--- config.mk ---
export PLATFORM = sky130hd
export DESIGN_NAME = stk_adm_arb
export DESIGN_NICKNAME = d
export VERILOG_FILES = /design/src/rtl/stk_adm_arb.sv
export SDC_FILE = /design/constraint.sdc
export NUM_CORES = 1
export LEC_CHECK = 0
export ABC_AREA = 1
export BUFFER_PORTS_ARGS = -buffer_cell sky130_fd_sc_hd__buf_2
export CORE_AREA = 3 3 259 261
export CTS_CLUSTER_DIAMETER = 60
export CTS_CLUSTER_SIZE = 12
export DETAILED_ROUTE_END_ITERATION = 12
export DIE_AREA = 0 0 262 264
export GPL_ROUTABILITY_DRIVEN = 0
export HOLD_SLACK_MARGIN = 0.05
export PLACE_DENSITY = 0.49
export SETUP_SLACK_MARGIN = 0.1
export SLEW_MARGIN = 15
export SYNTH_ARGS = -nofsm -noshare
export SYNTH_HDL_FRONTEND = slang
export SYNTH_SLANG_ARGS = --single-unit
--- constraint.sdc ---
create_clock -name clk -period 5.75 [get_ports clk]
set_input_delay 1.725 -clock clk [delete_from_list [all_inputs] [get_ports clk]]
set_output_delay 1.725 -clock clk [all_outputs]
set_load 0.05 [all_outputs]
--- src/rtl/stk_adm_arb.sv ---
// stk_adm_arb: round-robin admission arbiter for the stack engine LK slot.
// Gates PUSH on the allocator, filters under/overflow, tracks in-flight.

package cfg_pkg;
    localparam int ENGS_N = 4;
    localparam logic [1:0] OP_PUSH = 2'd1;
    localparam logic [1:0] OP_POP  = 2'd2;
endpackage

module stk_adm_arb #(
    parameter int  ENGS_N  = cfg_pkg::ENGS_N,
    parameter int  CNT_W   = 8,
    localparam int ENGID_W = (ENGS_N > 1) ? $clog2(ENGS_N) : 1
) (
    input  logic                    clk,
    input  logic                    rst,
    input  logic [2*ENGS_N-1:0]     i_cmd_opcode,
    input  logic [128*ENGS_N-1:0]   i_cmd_dat,
    output logic [ENGS_N-1:0]       o_cmd_ack,
    input  logic                    i_al_empty_r,
    input  logic                    i_al_busy_r,
    output logic                    o_al_alloc,
    output logic                    o_lk_vld,
    output logic [ENGID_W-1:0]      o_lk_engid,
    output logic [1:0]              o_lk_opcode,
    output logic                    o_lk_dat_vld,
    output logic [127:0]            o_lk_dat,
    input  logic                    i_wrbk_uc_vld_r,
    input  logic [ENGID_W-1:0]      i_wrbk_uc_engid_r,
    output logic                    o_err_vld,
    output logic [ENGID_W-1:0]      o_err_engid,
    output logic                    o_err_ovf,
    output logic                    o_busy
);

    localparam logic [CNT_W-1:0]   CNT_MAX = '1;
    localparam logic [CNT_W-1:0]   CNT_ONE = CNT_W'(1);
    localparam logic [ENGID_W-1:0] RR_INIT = ENGID_W'(ENGS_N - 1);

    logic [ENGS_N-1:0]  inflight;
    logic [CNT_W-1:0]   cnt [ENGS_N];
    logic [ENGID_W-1:0] rr_ptr;

    logic [ENGS_N-1:0]  is_push;
    logic [ENGS_N-1:0]  is_pop;
    logic [ENGS_N-1:0]  cnt_full;
    logic [ENGS_N-1:0]  cnt_zero;
    logic [ENGS_N-1:0]  elig;
    logic               al_ready;

    logic               grant;
    logic [ENGID_W-1:0] win;
    logic [1:0]         win_op;
    logic [127:0]       win_dat;
    logic               win_push;
    logic               win_pop;
    logic               win_err;
    logic               issue;
    logic               err;

    logic               lk_vld_q;
    logic [ENGID_W-1:0] lk_engid_q;
    logic [1:0]         lk_opcode_q;
    logic               lk_dat_vld_q;
    logic [127:0]       lk_dat_q;
    logic               err_vld_q;
    logic [ENGID_W-1:0] err_engid_q;
    logic               err_ovf_q;

    // The allocator only matters for a PUSH that will really allocate.
    assign al_ready = !i_al_empty_r && !i_al_busy_r;

    // Per-engine opcode decode, counter bounds and eligibility.
    always_comb begin
        is_push  = '0;
        is_pop   = '0;
        cnt_full = '0;
        cnt_zero = '0;
        elig     = '0;
        for (int e = 0; e < ENGS_N; e++) begin
            is_push[e]  = (i_cmd_opcode[2*e +: 2] == cfg_pkg::OP_PUSH);
            is_pop[e]   = (i_cmd_opcode[2*e +: 2] == cfg_pkg::OP_POP);
            cnt_full[e] = (cnt[e] == CNT_MAX);
            cnt_zero[e] = (cnt[e] == '0);
            elig[e]     = !rst && !inflight[e] &&
                          (is_pop[e] ||
                           (is_push[e] && (cnt_full[e] || al_ready)));
        end
    end

    // Round-robin search starting one past the previous winner.
    always_comb begin
        logic [ENGID_W-1:0] cand;
        grant = 1'b0;
        win   = '0;
        cand  = '0;
        for (int k = 1; k <= ENGS_N; k++) begin
            cand = ENGID_W'((int'(rr_ptr) + k) % ENGS_N);
            if (!grant && elig[cand]) begin
                grant = 1'b1;
                win   = cand;
            end
        end
    end

    // Winner attributes and split between real issue and error report.
    always_comb begin
        win_op   = i_cmd_opcode[2*int'(win) +: 2];
        win_dat  = i_cmd_dat[128*int'(win) +: 128];
        win_push = is_push[win];
        win_pop  = is_pop[win];
        win_err  = (win_pop && cnt_zero[win]) ||
                   (win_push && cnt_full[win]);
        issue    = grant && !win_err;
        err      = grant && win_err;
    end

    // One-hot acknowledge of the winner, error grants included.
    always_comb begin
        o_cmd_ack = '0;
        if (grant) begin
            o_cmd_ack[win] = 1'b1;
        end
    end

    assign o_al_alloc = issue && win_push;
    assign o_busy     = !rst && (|inflight);

    // Arbitration pointer, in-flight flags and occupancy counters.
    always_ff @(posedge clk) begin
        if (rst) begin
            inflight <= '0;
            rr_ptr   <= RR_INIT;
            for (int e = 0; e < ENGS_N; e++) begin
                cnt[e] <= '0;
            end
        end else begin
            if (grant) begin
                rr_ptr <= win;
            end
            for (int e = 0; e < ENGS_N; e++) begin
                // Retire first so a later set on the same engine wins.
                if (i_wrbk_uc_vld_r &&
                    int'(i_wrbk_uc_engid_r) == e) begin
                    inflight[e] <= 1'b0;
                end
                if (issue && int'(win) == e) begin
                    inflight[e] <= 1'b1;
                    cnt[e] <= win_push ? cnt[e] + CNT_ONE
                                       : cnt[e] - CNT_ONE;
                end
            end
        end
    end

    // LK issue and error report registers, one pulse per grant.
    always_ff @(posedge clk) begin
        if (rst) begin
            lk_vld_q     <= 1'b0;
            lk_engid_q   <= '0;
            lk_opcode_q  <= '0;
            lk_dat_vld_q <= 1'b0;
            lk_dat_q     <= '0;
            err_vld_q    <= 1'b0;
            err_engid_q  <= '0;
            err_ovf_q    <= 1'b0;
        end else begin
            lk_vld_q  <= issue;
            err_vld_q <= err;
            if (issue) begin
                lk_engid_q   <= win;
                lk_opcode_q  <= win_op;
                lk_dat_vld_q <= win_push;
                if (win_push) begin
                    lk_dat_q <= win_dat;
                end
            end
            if (err) begin
                err_engid_q <= win;
                err_ovf_q   <= win_push;
            end
        end
    end

    // A pending pulse is squashed as soon as reset is seen.
    assign o_lk_vld     = lk_vld_q && !rst;
    assign o_err_vld    = err_vld_q && !rst;
    assign o_lk_engid   = lk_engid_q;
    assign o_lk_opcode  = lk_opcode_q;
    assign o_lk_dat_vld = lk_dat_vld_q;
    assign o_lk_dat     = lk_dat_q;
    assign o_err_engid  = err_engid_q;
    assign o_err_ovf    = err_ovf_q;

endmodule

# --- Yosys cells after proc, flatten, opt, wreduce, memory -nomap -nowiden ---
# Memory sizes are Yosys's and may differ from the RTL's.
# Cells that the tools add are included.
# Widths: inputs -> output; s select.
classes:
  addsub: 12
  mul: 0
  div: 0
  order_cmp: 6
  eq_ne: 18
  shift: 2
  mux: 57
  n_bitwise: 4
  n_reduce_logical: 65
op_table:
  columns: ["op", "count"]
  rows:
  - ["$shiftx 512x10->128", 1]
  - ["$mux 8", 8]
  - ["$mux 1", 35]
  - ["$logic_and 1x1->1", 33]
  - ["$add 8x1->8 const B", 4]
  - ["$eq 8x8->1 const B", 4]
  - ["$logic_not 8->1", 4]
  - ["$sub 8x1->8 const B", 4]
  - ["$bmux 1 s2", 8]
  - ["$eq 2x2->1 const B", 8]
  - ["$lt 2x3->1 const B", 5]
  - ["$eq 2x1->1 const B", 6]
  - ["$logic_not 1->1", 11]
  - ["$logic_or 1x1->1", 9]
  - ["$mux 2", 4]
  - ["$reduce_bool 2->1", 4]
  - ["$shiftx 8x4->2", 1]
  - ["$add 2x1->2 const B", 2]
  - ["$add 2x2->2 const B", 2]
  - ["$logic_not 2->1", 2]
  - ["$mux 4", 1]
  - ["$or 1x1->1", 4]
  - ["$reduce_or 4->1", 1]
  - ["$demux 1 s2", 1]
  - ["2 further kinds", 2]
totals:
  register_bits: 144
  latchBits: 0
  ram_bits: 32
  rom_bits: 0
  input_bits: 527
  elab_cells: 178
  n_memories: 1
memory_table:
  columns: ["name", "depth", "width", "read_ports", "rd_clocked_by_memory_dff", "write_ports", "line_no", "rtl"]
  rows:
  - ["cnt", 4, 8, 4, 0, 4, "41", "logic [CNT_W-1:0] cnt [ENGS_N];"]

# --- Longest topological paths before layout ---
# Gate-level depths: netlist of run 1.
logic_depth:
  depth_word: 29
  depth_mapped: 31

# --- Worst setup path before layout of run 1 ---
# No wires, ideal clock.
synth_path:
  path_type: "input to output"
  start: "input i_al_empty_r"
  end: "output o_al_alloc"
  arrival_ns: 4.138
  t_required_ns: 4.025
  path_slack_ns: -0.113
  stages: 22
  cell_sequence: "or2_2 -> nand2_1 -> nand2_1 -> nand2_1 -> nand3_1 -> nand2_1 -> nand2_1 -> nand2_1 -> nand3_1 -> nand3_2 -> nand2_4 -> nor2_2 -> inv_2 -> o21ai_1 -> inv_1 -> nand3_1 -> nand2_2 -> nor2_4 -> nand2_2 -> buf_6 -> buf_2 -> inv_2"
synth_via:
  elab_chain_cells: 25
  elab_cells_between_ends: 54
  cone_classes: "mux (24); reduce/logical (30)"
synth_lines:
  columns: ["element", "line_no", "rtl"]
  rows:
  - ["start, declared", "20", "input logic i_al_empty_r,"]
  - ["$logic_not 1->1 *", "71", "assign al_ready = !i_al_empty_r && !i_al_busy_r;"]
  - ["$logic_and 1x1->1 *", "71", null]
  - ["$logic_or 1x1->1", "87", "(is_push[e] && (cnt_full[e] || al_ready)));"]
  - ["$logic_and 1x1->1", "87", null]
  - ["$logic_or 1x1->1", "86", "(is_pop[e] ||"]
  - ["$logic_and 1x1->1", "85", "elig[e] = !rst && !inflight[e] &&"]
  - ["$bmux 1 s2", "99", "if (!grant && elig[cand]) begin"]
  - ["$mux 1 (implied by the code)", "99", null]
  - ["[... 9 more ...]", null, null]
  - ["$mux 2", "99", null]
  - ["$bmux 1 s2 (on tied branches)", null, null]
  - ["$mux 1 (on tied branches)", null, null]
  - ["$logic_and 1x1->1 (on tied branches)", "112, 113", null]
  - ["$logic_or 1x1->1", "112", "win_err = (win_pop && cnt_zero[win]) ||"]
  - ["$logic_not 1->1", "114", "issue = grant && !win_err;"]
  - ["$logic_and 1x1->1", "114", null]
  - ["$logic_and 1x1->1 *", "126", "assign o_al_alloc = issue && win_push;"]
  - ["end, declared", "22", "output logic o_al_alloc,"]
# Every way passes the cells marked *; elsewhere a longest branch is shown, timed or not. The select of a mux whose other input is x is not followed.

# --- Worst setup path in the final report of run 1 ---
# Ends and elaborated chain as after synthesis.

==> impl_results.md, run 1 <==
- Switch Pwr: 0.00671 W
- CTS H-Tree Depth: 4
- # rows: 93
- CP delay by family, top: simple AND/OR/NAND/NOR gates
- CP most frequent cell: nand2_2
- Sequential area share after synthesis: 0.331
- Max Freq: 0.172 GHz
- Crit Path Class: input pin to output port
- Switching portion of total power: 0.570
- Final hold violation count: 0
- Sequential share of power: 0.166
- Hold Buf Count CTS: 0
- Max cap viols: 0
- RSZ-0062 raised after global routing: true
- ANT nets after route: 0
- Sink Count: 176
- CP max stage cell: or2_4
- Clock skew: 21.6 ps
- CTS tree: yes
- Met3 routed WL: 5.04 mm
- Slew @ Worst Pin: 819 ps
- Metal2 WL: 28.8 mm
- Starting DRT DRC Count: about 1100
- CP peak stage delay: ~270 ps
- Chip Height: approximately 260 um
- Hold Path Class: register to register
- Combinational fraction of design power: 0.732
- All-layer global routing usage: 0.168
- Area share of and/or/nand/nor cells after synthesis: 0.437
- Die W: 262 um
- Synthesized net count: 2499
- Failing checks: negative setup slack
- Share of cells above drive strength 1: 0.321
- Max Buffers Root-to-Sink: 2
- Buffers on Ports: 670
- Final Setup Violations: 1
- Crit path time final: 5810 ps
- IO Pins: 671
- Multiplexer share of the synthesized area: 0
- Area share of xor/xnor cells in the synthesized design: 0.00377
- Leakage: 9.46 nW
- Worst skew pair latency: 480 ps
- Routed WL per cell: 17.3 um
- First-pass GRT wire length: 86.6 mm
- CP required: 4030 ps
- Slew HR: 0.454
- Synthesized flop and latch total: between 150 and 200
- Largest family of logic cells by synthesized area: simple AND/OR/NAND/NOR gates
- Outcome: finished with violations
- Pwr dens: 686 nW/um^2
- TNS Setup: -61.7 ps
- Util after Layout: 0.265
- Die ar.: between 60000 and 70000 um^2
- Int Pwr: around 0.0051 W
- Ys Warns: 0
- Uppermost routed layer: met4
- Grt ovf: 0
- Clock slew at reported path FFs: 70 ps
- Largest net degree at the start of global routing: around 140
- Via count: 14821
- Crit share post-route: 1.01
- Initial antenna violation count: 13
- Hpwl dp: roughly 48 mm
- Distinct cell type count after synthesis: 35
- Post-synthesis compound-gate area fraction: 0.114
- Post-Synth Adder-Cell Area: 0.00431
- Worst Path Max Fanout: 5
- CP Data Arrival Time: just over 4000 ps
- CTS root buf: clkbuf_16
- Critical Path, Cell by Cell: buf_6 > or2_4 > nand2_2 > nand2_2 > nand2_4 > nand3_2 > nand2_2 > nand2_1 > nand2_1 > nand4_1 > nand2_2 > nand2_4 > nor2_4 > inv_2 > o21ai_2 > inv_2 > buf_6 > nand3_2 > nand2_2 > nor2_4 > nand2_8 > inv_8 > buf_12
- Min-delay src: o_lk_opcode[0]
- CTS Buf Count: 17
- Area grow syn2layout: 47.9%
- Met1 wire length: 25.1 mm
- Worst path bufs/invs: 6
- Mapped Cells: 1968
- Crit path setup slack, layout: -61.7 ps
- Post-synthesis cell area: around 12000 um^2
- Core area: 64700 um^2
- Synthesized area per cell: 5.90 um^2
- Reg-to-reg startpoint: cnt[2][3]
- Vias in the first global route: 13875
- VDD IR max: 0.000752 V
- Setup crit start kind: input pin
- Final Power: 0.0118 W
- Post-DR vias/cell: 4.22
- Crit path from: i_al_empty_r
- Worst Setup End Kind: output port
- Total wire length: 60.7 mm
- Final Slew Violations: 0
- Pre-antenna DRT Iters: 5
- DRC: 0
- Initial Util: 0.179
- Clk pwr share: 0.103
- Nets: approximately 3200
==> cell usage after synthesis <==
library cell | number | area, um^2
nand2_1 | 726 | 2730
nor2_1 | 321 | 1200
inv_1 | 213 | 800
nand3_1 | 184 | 921
dfxtp_1 | 144 | 2880
a22oi_1 | 130 | 976
clkbuf_1 | 71 | 267
edfxtp_1 | 32 | 961
buf_2 | 28 | 140
a21oi_1 | 21 | 105
o21ai_0 | 18 | 90.1
nor3_1 | 11 | 55.1
buf_1 | 8 | 30.0
o41ai_1 | 8 | 70.1
nand4_1 | 6 | 37.5
inv_2 | 5 | 18.8
o21ai_1 | 5 | 25.0
xor2_1 | 5 | 43.8
ha_1 | 4 | 50.1
nand2_2 | 4 | 25.0
o31ai_1 | 4 | 30.0
or2_2 | 3 | 18.8
nand3b_1 | 2 | 15.0
nor4_1 | 2 | 12.5
o21bai_1 | 2 | 15.0
or2_1 | 2 | 12.5
a21oi_2 | 1 | 8.76
buf_6 | 1 | 11.3
clkinv_1 | 1 | 3.75
nand2_4 | 1 | 11.3
nand3_2 | 1 | 10.0
nor2_2 | 1 | 6.26
nor2_4 | 1 | 11.3
o211ai_1 | 1 | 7.51
or4_1 | 1 | 7.51
==> through the flow <==
| stage | setup WS, ps | instances | instance area, um^2 | hold WS [ps] |
|---|---|---|---|---|
| detailed placement | -90.2 | 3436 | 16100 | 458 |
| CTS | 101 | 3492 | 16900 | 476 |
| global placement | -69.5 | 3436 | 16100 | 454 |
| finish | -61.7 | 3513 | 17200 | 466 |
| floorplan | 126 | 1968 | 11700 | 461 |
| global route | -161 | 3507 | 17200 | 497 |
==> power by group through the flow <==
stage / sequential [W] / combinational [W] / clock, W
final: 0.00195 / 0.00861 / 0.00121
after global routing: 0.00200 / 0.00963 / 0.00132
after CTS: 0.00195 / 0.00844 / 0.00128
after detailed placement: 0.00197 / 0.00808 / 0
after global placement: 0.00197 / 0.00812 / 0
after floorplan: 0.00262 / 0.00495 / 0
==> cell type report <==
cell class              count  area [um^2]
fillers                  7454        47500
multi-input cells        1465         6740
repair buffers            758         4070
flip-flops and latches    176         3840
well taps                 855         1070
inverters                 219          835
clock buffers              20          457
clock inverters            12          125
diodes                      8         20.0
==> worst min-delay path, delay by kind of cell (launching register included) <==
| family | cells | cell delay, ps |
|---|---|---|
| simple gates | 1 | 60 |
| compound gates | 1 | 50 |
| flops | 1 | 310 |
==> per-layer routing <==
layer,global-route usage,vias to the layer above
met5,0,-
met4,0.0556,0
li1,-,7569
met1,0.211,6604
met2,0.273,574
met3,0.0492,74
==> registers in the layout (all words and copies together), names as in the netlist, 2 cells and up <==
name,cells
rr_ptr,2
o_lk_dat,128
o_err_engid,2
o_lk_engid,2
cnt,32
o_lk_opcode,2
inflight,4
==> path summary, 6_finish.rpt <==
check                   endpoint  slack, ps  depth (start not counted)
hold reg to reg   o_lk_opcode[0]        470                          2
setup reg to reg       o_err_ovf        760                         41
setup / recovery      o_al_alloc        -60                         23
hold / removal    o_lk_opcode[0]        470                          2
==> cell usage in the layout, fill, tap and decap left out, types with 17 or more instances in the layout <==
cell / count
a21oi_1: 20
a22oi_1: 129
buf_2: 666
buf_4: 86
clkbuf_16: 17
dfxtp_1: 144
edfxtp_1: 32
inv_1: 212
nand2_1: 703
nand2_2: 21
nand3_1: 169
nor2_1: 320
==> cells by family (layout without fill, tap and decap cells) <==
logic type | after synthesis | in the layout
adders and majority gates | 4 | 4
AOI/OAI and AO/OA | 190 | 190
xor gates and xnor gates | 5 | 5
other | 0 | 8
DFF | 176 | 176
buffers and inverters | 327 | 1009
and+or+nand+nor | 1266 | 1266
==> timing repair <==
item,4_1_cts,5_1_grt
setup endpoints to repair,1,4
pin swaps,14,21
resized for setup,18,42
setup buffers,24,13
No activity file was read; power rests on OpenSTA's default activity.
==> inputs of run 2 (changes only) <==
--- a/config.mk
+++ b/config.mk
@@ -7,14 +7,14 @@
 export LEC_CHECK = 0
 export ABC_AREA = 1
 export BUFFER_PORTS_ARGS = -buffer_cell sky130_fd_sc_hd__buf_2
-export CORE_AREA = 3 3 259 261
+export CORE_AREA = 3 3 264 266
 export CTS_CLUSTER_DIAMETER = 60
 export CTS_CLUSTER_SIZE = 12
 export DETAILED_ROUTE_END_ITERATION = 12
-export DIE_AREA = 0 0 262 264
+export DIE_AREA = 0 0 267 269
 export GPL_ROUTABILITY_DRIVEN = 0
 export HOLD_SLACK_MARGIN = 0.05
-export PLACE_DENSITY = 0.49
+export PLACE_DENSITY = 0.46
 export SETUP_SLACK_MARGIN = 0.1
 export SLEW_MARGIN = 15
 export SYNTH_ARGS = -nofsm -noshare
==> constraint.sdc (replaced) <==
create_clock -name clk -period 6.4 [get_ports clk]
set_input_delay 1.92 -clock clk [delete_from_list [all_inputs] [get_ports clk]]
set_output_delay 1.92 -clock clk [all_outputs]
set_load 0.05 [all_outputs]
==> impl_results.md, run 2 (synthesis gave the netlist of run 1 again) <==
- Outcome: finished, final reports clean
- Core area: 67300 um^2 (+4.0%)
- CP peak stage delay: 260 ps (about the same)
- Max Freq: 0.163 GHz
- Hold Buf Count CTS: 0 (unchanged)
- Post-DR vias/cell: 4.22 (about the same)
- CTS root buf: clkbuf_16
- CP most frequent cell: nand2_2
- Critical Path, Cell by Cell: buf_2 > or2_4 > nand2_1 > nand2_1 > nand2_2 > nand3_2 > nand2_2 > nand2_1 > nand2_2 > nand4_1 > nand2_2 > nand2_4 > buf_4 > nor2_4 > a22oi_2 > nand3_1 > nand2_2 > nor2_4 > nand2_8 > inv_2 > buf_8
- Crit share post-route: 0.959
- Pre-antenna DRT Iters: 7 (+2)
- IO Pins: 671 (unchanged)
- Sequential share of power: 0.174 (+0.008)
- Crit path time final: 6140 ps
- Area grow syn2layout: 43.3%
- Clock slew at reported path FFs: 80 ps (about the same)
- ANT nets after route: 0 (unchanged)
- Final Setup Violations: 0 (-1)
- Vias in the first global route: 13409 (-3.4%)
- Via count: 14671 (-1.0%)
- Number of placed instances, taps included: 3434 (-0.058%)
- Setup crit start kind: input pin
- Starting DRT DRC Count: 975 (-9.1%)
- Most frequent cells in the layout: 715 x nand2_1, 669 x buf_2, 320 x nor2_1
- Initial antenna violation count: 25 (+12)
- VDD IR max: 0.000726 V (-3.5%)
- Share of cells above drive strength 1: 0.301 (-0.0206)
- RSZ-0062 raised after global routing: false
- Buffers on Ports: 670 (unchanged)
- Max Buffers Root-to-Sink: 2 (unchanged)
- CTS H-Tree Depth: 4 (unchanged)
- # rows: 95 (+2.2%)
- Chip Height: 269 um (+1.9%)
- Hold Path Class: register to register
- CP delay by family, top: simple AND/OR/NAND/NOR gates
- Die W: 267 um (+1.9%)
- Routed WL per cell: 18.4 um (+6.5%)
- Combinational fraction of design power: 0.716 (-0.016)
- Initial Util: 0.173 (-0.00688)
- Leakage: 9.18 nW (-3.0%)
- Max FFs per register: 128 (unchanged)
- CP required: 4480 ps (+450 ps)
- Fill count: 7842 (+5.2%)
- Switch Pwr: 0.00590 W (-12%)
- Min-delay src: o_lk_dat_vld
- Crit Path Class: input pin to output port
- Clock skew: 23.4 ps (+1.78 ps)
- Grt ovf: 0 (unchanged)
- All-layer global routing usage: 0.168 (+0.000196)
- Sink Count: 176 (unchanged)
- CTS tree: yes
- CTS Buf Count: 17 (unchanged)
- CP Data Arrival Time: 4220 ps (+130 ps)
- First-pass GRT wire length: 87.9 mm (+1.5%)
- Pwr dens: 605 nW/um^2 (-12%)
- Worst Setup End Kind: output port
- Slew @ Worst Pin: 939 ps (+120 ps)
- Die ar.: 71800 um^2 (+3.8%)
- Reg-to-reg startpoint: cnt[2][0]
- Crit path from: i_al_empty_r
- Final Slew Violations: 0 (unchanged)
- TNS Setup: 0 ps (+61.7 ps)
- Hpwl dp: 50.8 mm (+5.3%)
- CP max stage cell: or2_4
- Worst skew pair latency: 500 ps (+20 ps)
- Worst path bufs/invs: 4 (-2)
- Total wire length: 63.9 mm (+5.4%)
- Clk pwr share: 0.111 (+0.008)
- Int Pwr: 0.00417 W (-17%)
- Slew HR: 0.374 (-0.0802)
- Util after Layout: 0.247 (-0.0180)
- Nets: 3117 (-1.6%)
- Worst Path Max Fanout: 6 (+1)
- WHS: 467 ps (+0.997 ps)
- Most common library cell in the layout ignoring fill and taps: nand2_1
- Layout Cells excl Fill: 3476 (-1.1%)
- DRC: 0 (unchanged)
- Switching portion of total power: 0.586 (+0.0151)
- Largest net degree at the start of global routing: 174 (+25%)
- Max cap viols: 0 (unchanged)
- Final hold violation count: 0 (unchanged)
[run 2: changes by cell type in the layout (fill, tap and decap cells not counted), moves of 3 or more]
cell      delta
inv_8        +4
nand2_4      -4
buf_4       -50
nand2_1     +12
nand2_2      -8
nand3_1      +6
nand3_4      -5
diode_2      -4
buf_2        +3
clkinv_4     -4
buf_6        -3
[run 2: per-stage QoR]
step                      area, um^2  setup slack, ps  total power [W]
after floorplan                11600              147          0.00675
after global placement         15900             51.9          0.00897
after detailed placement       15900             44.6          0.00893
after CTS                      16500              100           0.0101
after global routing           16600             53.1           0.0112
final                          16600              261           0.0101
[run 2: per-layer routing]
layer	vias to the layer above	global-route usage	part of all wire
met5	-	0	0.00094
met4	8	0.0514	0.028
met3	97	0.0534	0.082
met2	548	0.274	0.47
met1	6551	0.211	0.42
li1	7467	-	-
[run 2: cell type report]
class / count / area, um^2 / area share
Multi-Input combinational cell: 1465 / 6620 / 0.398
Sequential cell: 176 / 3840 / 0.231
Timing Repair Buffer: 707 / 3650 / 0.220
Tap cell: 873 / 1090 / 0.0656
Inverter: 219 / 830 / 0.0499
Clock buffer: 17 / 425 / 0.0256
Clock inverter: 15 / 163 / 0.00978
Antenna cell: 4 / 10.0 / 0.000602
[run 2: power groups by stage]
stage          logic [W]  clock network [W]  registers (W)
2_1_floorplan    0.00439                  0        0.00235
3_3_place_gp     0.00720                  0        0.00177
3_5_place_dp     0.00716                  0        0.00177
4_1_cts          0.00721            0.00118        0.00175
5_1_grt          0.00815            0.00121        0.00179
6_report         0.00721            0.00111        0.00175
[run 2: worst reg2reg max path, cell delays in order (launching register included)]
cell and delay [ps]:
edfxtp_1 480, nand2_1 80, nor2_1 120, nand2_1 150, nand2_1 90, nand2_1 60, nand2_2 90, nand3_2 90
nand2_2 90, nand2_1 60, nand2_2 100, nand4_1 110, nand2_2 160, nand2_4 100, nand2_1 140, inv_4 70
a22oi_2 170, nand3_1 120, nand2_2 110, nor2_4 60, nand2_8 60, buf_12 490, buf_4 1070, nand2_1 140
nand2_1 100, nor2_1 40
[run 2: repair_timing]
action | 4_1_cts | 5_1_grt
pin swaps | 0 | 9
resized for setup | 1 | 27
buffers inserted | 0 | 6
hold endpoints to repair | 0 | 0
endpoints found under the setup margin | 1 | 3
[run 2: path summary, 6_finish.rpt]
check             depth (start not counted)            to  slack [ps]
setup / recovery                         21    o_al_alloc         260
hold / removal                            2  o_lk_dat_vld         470
setup reg to reg                         25  o_lk_dat[68]        1950
hold reg to reg                           2  o_lk_dat_vld         470
==> inputs of run 3 (changes only) <==
--- a/config.mk
+++ b/config.mk
@@ -6,15 +6,16 @@
 export NUM_CORES = 1
 export LEC_CHECK = 0
 export ABC_AREA = 1
-export BUFFER_PORTS_ARGS = -buffer_cell sky130_fd_sc_hd__buf_2
-export CORE_AREA = 3 3 264 266
+export BUFFER_PORTS_ARGS = -buffer_cell sky130_fd_sc_hd__clkbuf_2
+export CORE_AREA = 3 3 262 264
 export CTS_CLUSTER_DIAMETER = 60
 export CTS_CLUSTER_SIZE = 12
 export DETAILED_ROUTE_END_ITERATION = 12
-export DIE_AREA = 0 0 267 269
+export DIE_AREA = 0 0 265 267
 export GPL_ROUTABILITY_DRIVEN = 0
+export GPL_TIMING_DRIVEN = 0
 export HOLD_SLACK_MARGIN = 0.05
-export PLACE_DENSITY = 0.46
+export PLACE_DENSITY = 0.47
 export SETUP_SLACK_MARGIN = 0.1
 export SLEW_MARGIN = 15
 export SYNTH_ARGS = -nofsm -noshare
==> impl_results.md, run 3 (synthesis gave the netlist of run 1 again) <==
- Outcome: finished, final reports clean
- Max cap viols: 0 (unchanged)
- Via count: 15255 (+4.0%)
- Number of placed instances, taps included: 3511 (+2.2%)
- Die W: 265 um (-0.75%)
- Post-DR vias/cell: 4.27 (+1.1%)
- Post-route cell area: 17200 um^2 (+3.3%)
- Combinational fraction of design power: 0.733 (+0.017)
- Max Freq: 0.161 GHz (-1.1%)
- Initial antenna violation count: 21 (-16%)
- Min-delay src: o_lk_opcode[0]
- Reg2Reg Depth: 17 (-32%)
- All-layer global routing usage: 0.200 (+0.0318)
- Area grow syn2layout: 48.0%
- Worst skew pair latency: 490 ps (about the same)
- IO Pins: 671 (unchanged)
- Clock slew at reported path FFs: 80 ps (about the same)
- Most frequent cells in the layout: 708 x nand2_1, 674 x clkbuf_2, 319 x nor2_1
- Switch Pwr: 0.00654 W (+11%)
- Hold Path Cell Cnt: 2 (unchanged)
- VDD IR max: 0.000233 V (-68%)
- Most common library cell in the layout ignoring fill and taps: nand2_1
- ANT nets after route: 0 (unchanged)
- Crit path setup slack, layout: 192 ps (-69.2 ps)
- Pre-antenna DRT Iters: 6 (-1)
- Initial Util: 0.174 (+0.00123)
- Hold Path Class: register to register
- Int Pwr: 0.00444 W (+6.5%)
- # rows: 95 (unchanged)
- Share of cells above drive strength 1: 0.305 (+0.00440)
- CTS tree: yes
- Final Setup Violations: 0 (unchanged)
- Buffers on Ports: 670 (unchanged)
- Worst Setup End Kind: output port
- Reg2Reg Setup Slack: 1790 ps (-160 ps)
- Hpwl dp: 61.1 mm (+20%)
- Switching portion of total power: 0.595 (+0.00987)
- Util after Layout: 0.257 (+0.00991)
- Largest net degree at the start of global routing: 19 (-89%)
- Routed WL per cell: 20.6 um (+12%)
- Leakage: 9.38 nW (+2.2%)
- Final hold violation count: 0 (unchanged)
- Die ar.: 70800 um^2 (-1.5%)
- Vias in the first global route: 14264 (+6.4%)
- Crit share post-route: 0.970 (+0.0108)
- RSZ-0062 raised after global routing: true
- Total wire length: 73.8 mm (+15%)
- CTS Buf Count: 17 (unchanged)
- Setup WS pre-CTS: -1150 ps (-1200 ps)
- Starting DRT DRC Count: 1110 (+14%)
- Clk pwr share: 0.108 (-0.003)
- Slew HR: 0.212 (-0.162)
- Grt ovf: 0 (unchanged)
- Pwr dens: 639 nW/um^2 (+5.6%)
- Crit path time final: 6210 ps (+69.2 ps)
- Max Buffers Root-to-Sink: 2 (unchanged)
- CTS root buf: clkbuf_16
- Crit Path Class: input pin to output port
- Slew @ Worst Pin: 1180 ps (+243 ps)
- Hold Path End: o_lk_opcode[0]
- First-pass GRT wire length: 101 mm (+15%)
- DRC: 0 (unchanged)
- Clock skew: 19.0 ps (-4.34 ps)
- Chip Height: 267 um (-0.74%)
- Reg-to-reg startpoint: rr_ptr[0]
- CTS H-Tree Depth: 4 (unchanged)
- Layout Cells excl Fill: 3576 (+2.9%)
- Dpl cell area: 16100 um^2 (+1.0%)
- TNS Setup: 0 ps (unchanged)
- Final Slew Violations: 0 (unchanged)
- Core area: 66800 um^2 (-0.71%)
- Nets: 3215 (+3.1%)
- Max FFs per register: 128 (unchanged)
- CP Data Arrival Time: 4290 ps (+70 ps)
- CP required: 4480 ps (about the same)
- Worst Path Max Fanout: 6 (unchanged)
- Reg-to-reg endpoint: o_lk_dat[102]
- Setup crit start kind: input pin
- Sequential share of power: 0.160 (-0.014)
- Sink Count: 176 (unchanged)
[run 3: layer usage]
layer,global-route usage,routed length [um],vias to the layer above
met5,0,50,-
met4,0.0626,1930,8
met3,0.0601,5670,96
met2,0.325,34700,611
met1,0.254,31400,6869
li1,-,-,7671
[run 3: what timing repair did]
action	in CTS	in global routing
hold buffers	0	0
hold endpoints to repair	0	0
pin swaps	5	21
endpoints found under the setup margin	4	3
gates resized for setup	16	53
buffers inserted	13	17
[run 3: how the worst max path moves through the flow]
stage,cells past startpoint,end,start,slack [ps]
floorplan,22,o_al_alloc,i_al_empty_r,150
global placement,22,o_al_alloc,i_al_empty_r,-1200
detailed placement,22,o_al_alloc,i_al_empty_r,-1150
CTS,23,o_al_alloc,i_al_empty_r,-200
global route,22,o_al_alloc,i_al_busy_r,50
finish,22,o_al_alloc,i_cmd_opcode[0],190
[run 3: cell type report]
| class | count | area, um^2 |
|---|---|---|
| Antenna cell | 7 | 17.5 |
| Buffer | 104 | 434 |
| Clock buffer | 19 | 454 |
| Clock inverter | 12 | 168 |
| Fill cell | 7770 | 49600 |
| Inverter | 219 | 830 |
| Multi-Input combinational cell | 1465 | 6730 |
| Sequential cell | 176 | 3840 |
| Tap cell | 873 | 1090 |
| Timing Repair Buffer | 701 | 3620 |
[run 3: power by group through the flow]
| stage | Combinational, W | Sequential [W] | Clock, W |
|---|---|---|---|
| finish | 0.00805 | 0.00175 | 0.00118 |
| CTS | 0.00794 | 0.00175 | 0.00123 |
| global route | 0.00895 | 0.00179 | 0.00126 |
| detailed placement | 0.00771 | 0.00178 | 0 |
| global placement | 0.00775 | 0.00177 | 0 |
| floorplan | 0.00439 | 0.00235 | 0 |
[run 3: through the flow]
stage	total power, W	hold slack, ps
after floorplan	0.00675	461
after global placement	0.00952	455
after detailed placement	0.00949	452
after CTS	0.0109	464
after global routing	0.0120	494
final	0.0110	467
[run 3: worst max-delay path, stage by stage]
cell and delay, ps:
clkbuf_2 80, inv_1 40, nor2_1 260, nand2_2 90
nand2_2 120, nand3_4 100, nand2_2 100, nand2_2 50
nand2_2 120, nand3_2 100, nand3_4 140, nand2_4 100
nor2_4 170, inv_2 50, o21ai_2 130, inv_2 60
nand3_2 80, nand2_4 80, nor2_4 180, nand2_8 100
clkinv_4 70, buf_8 130
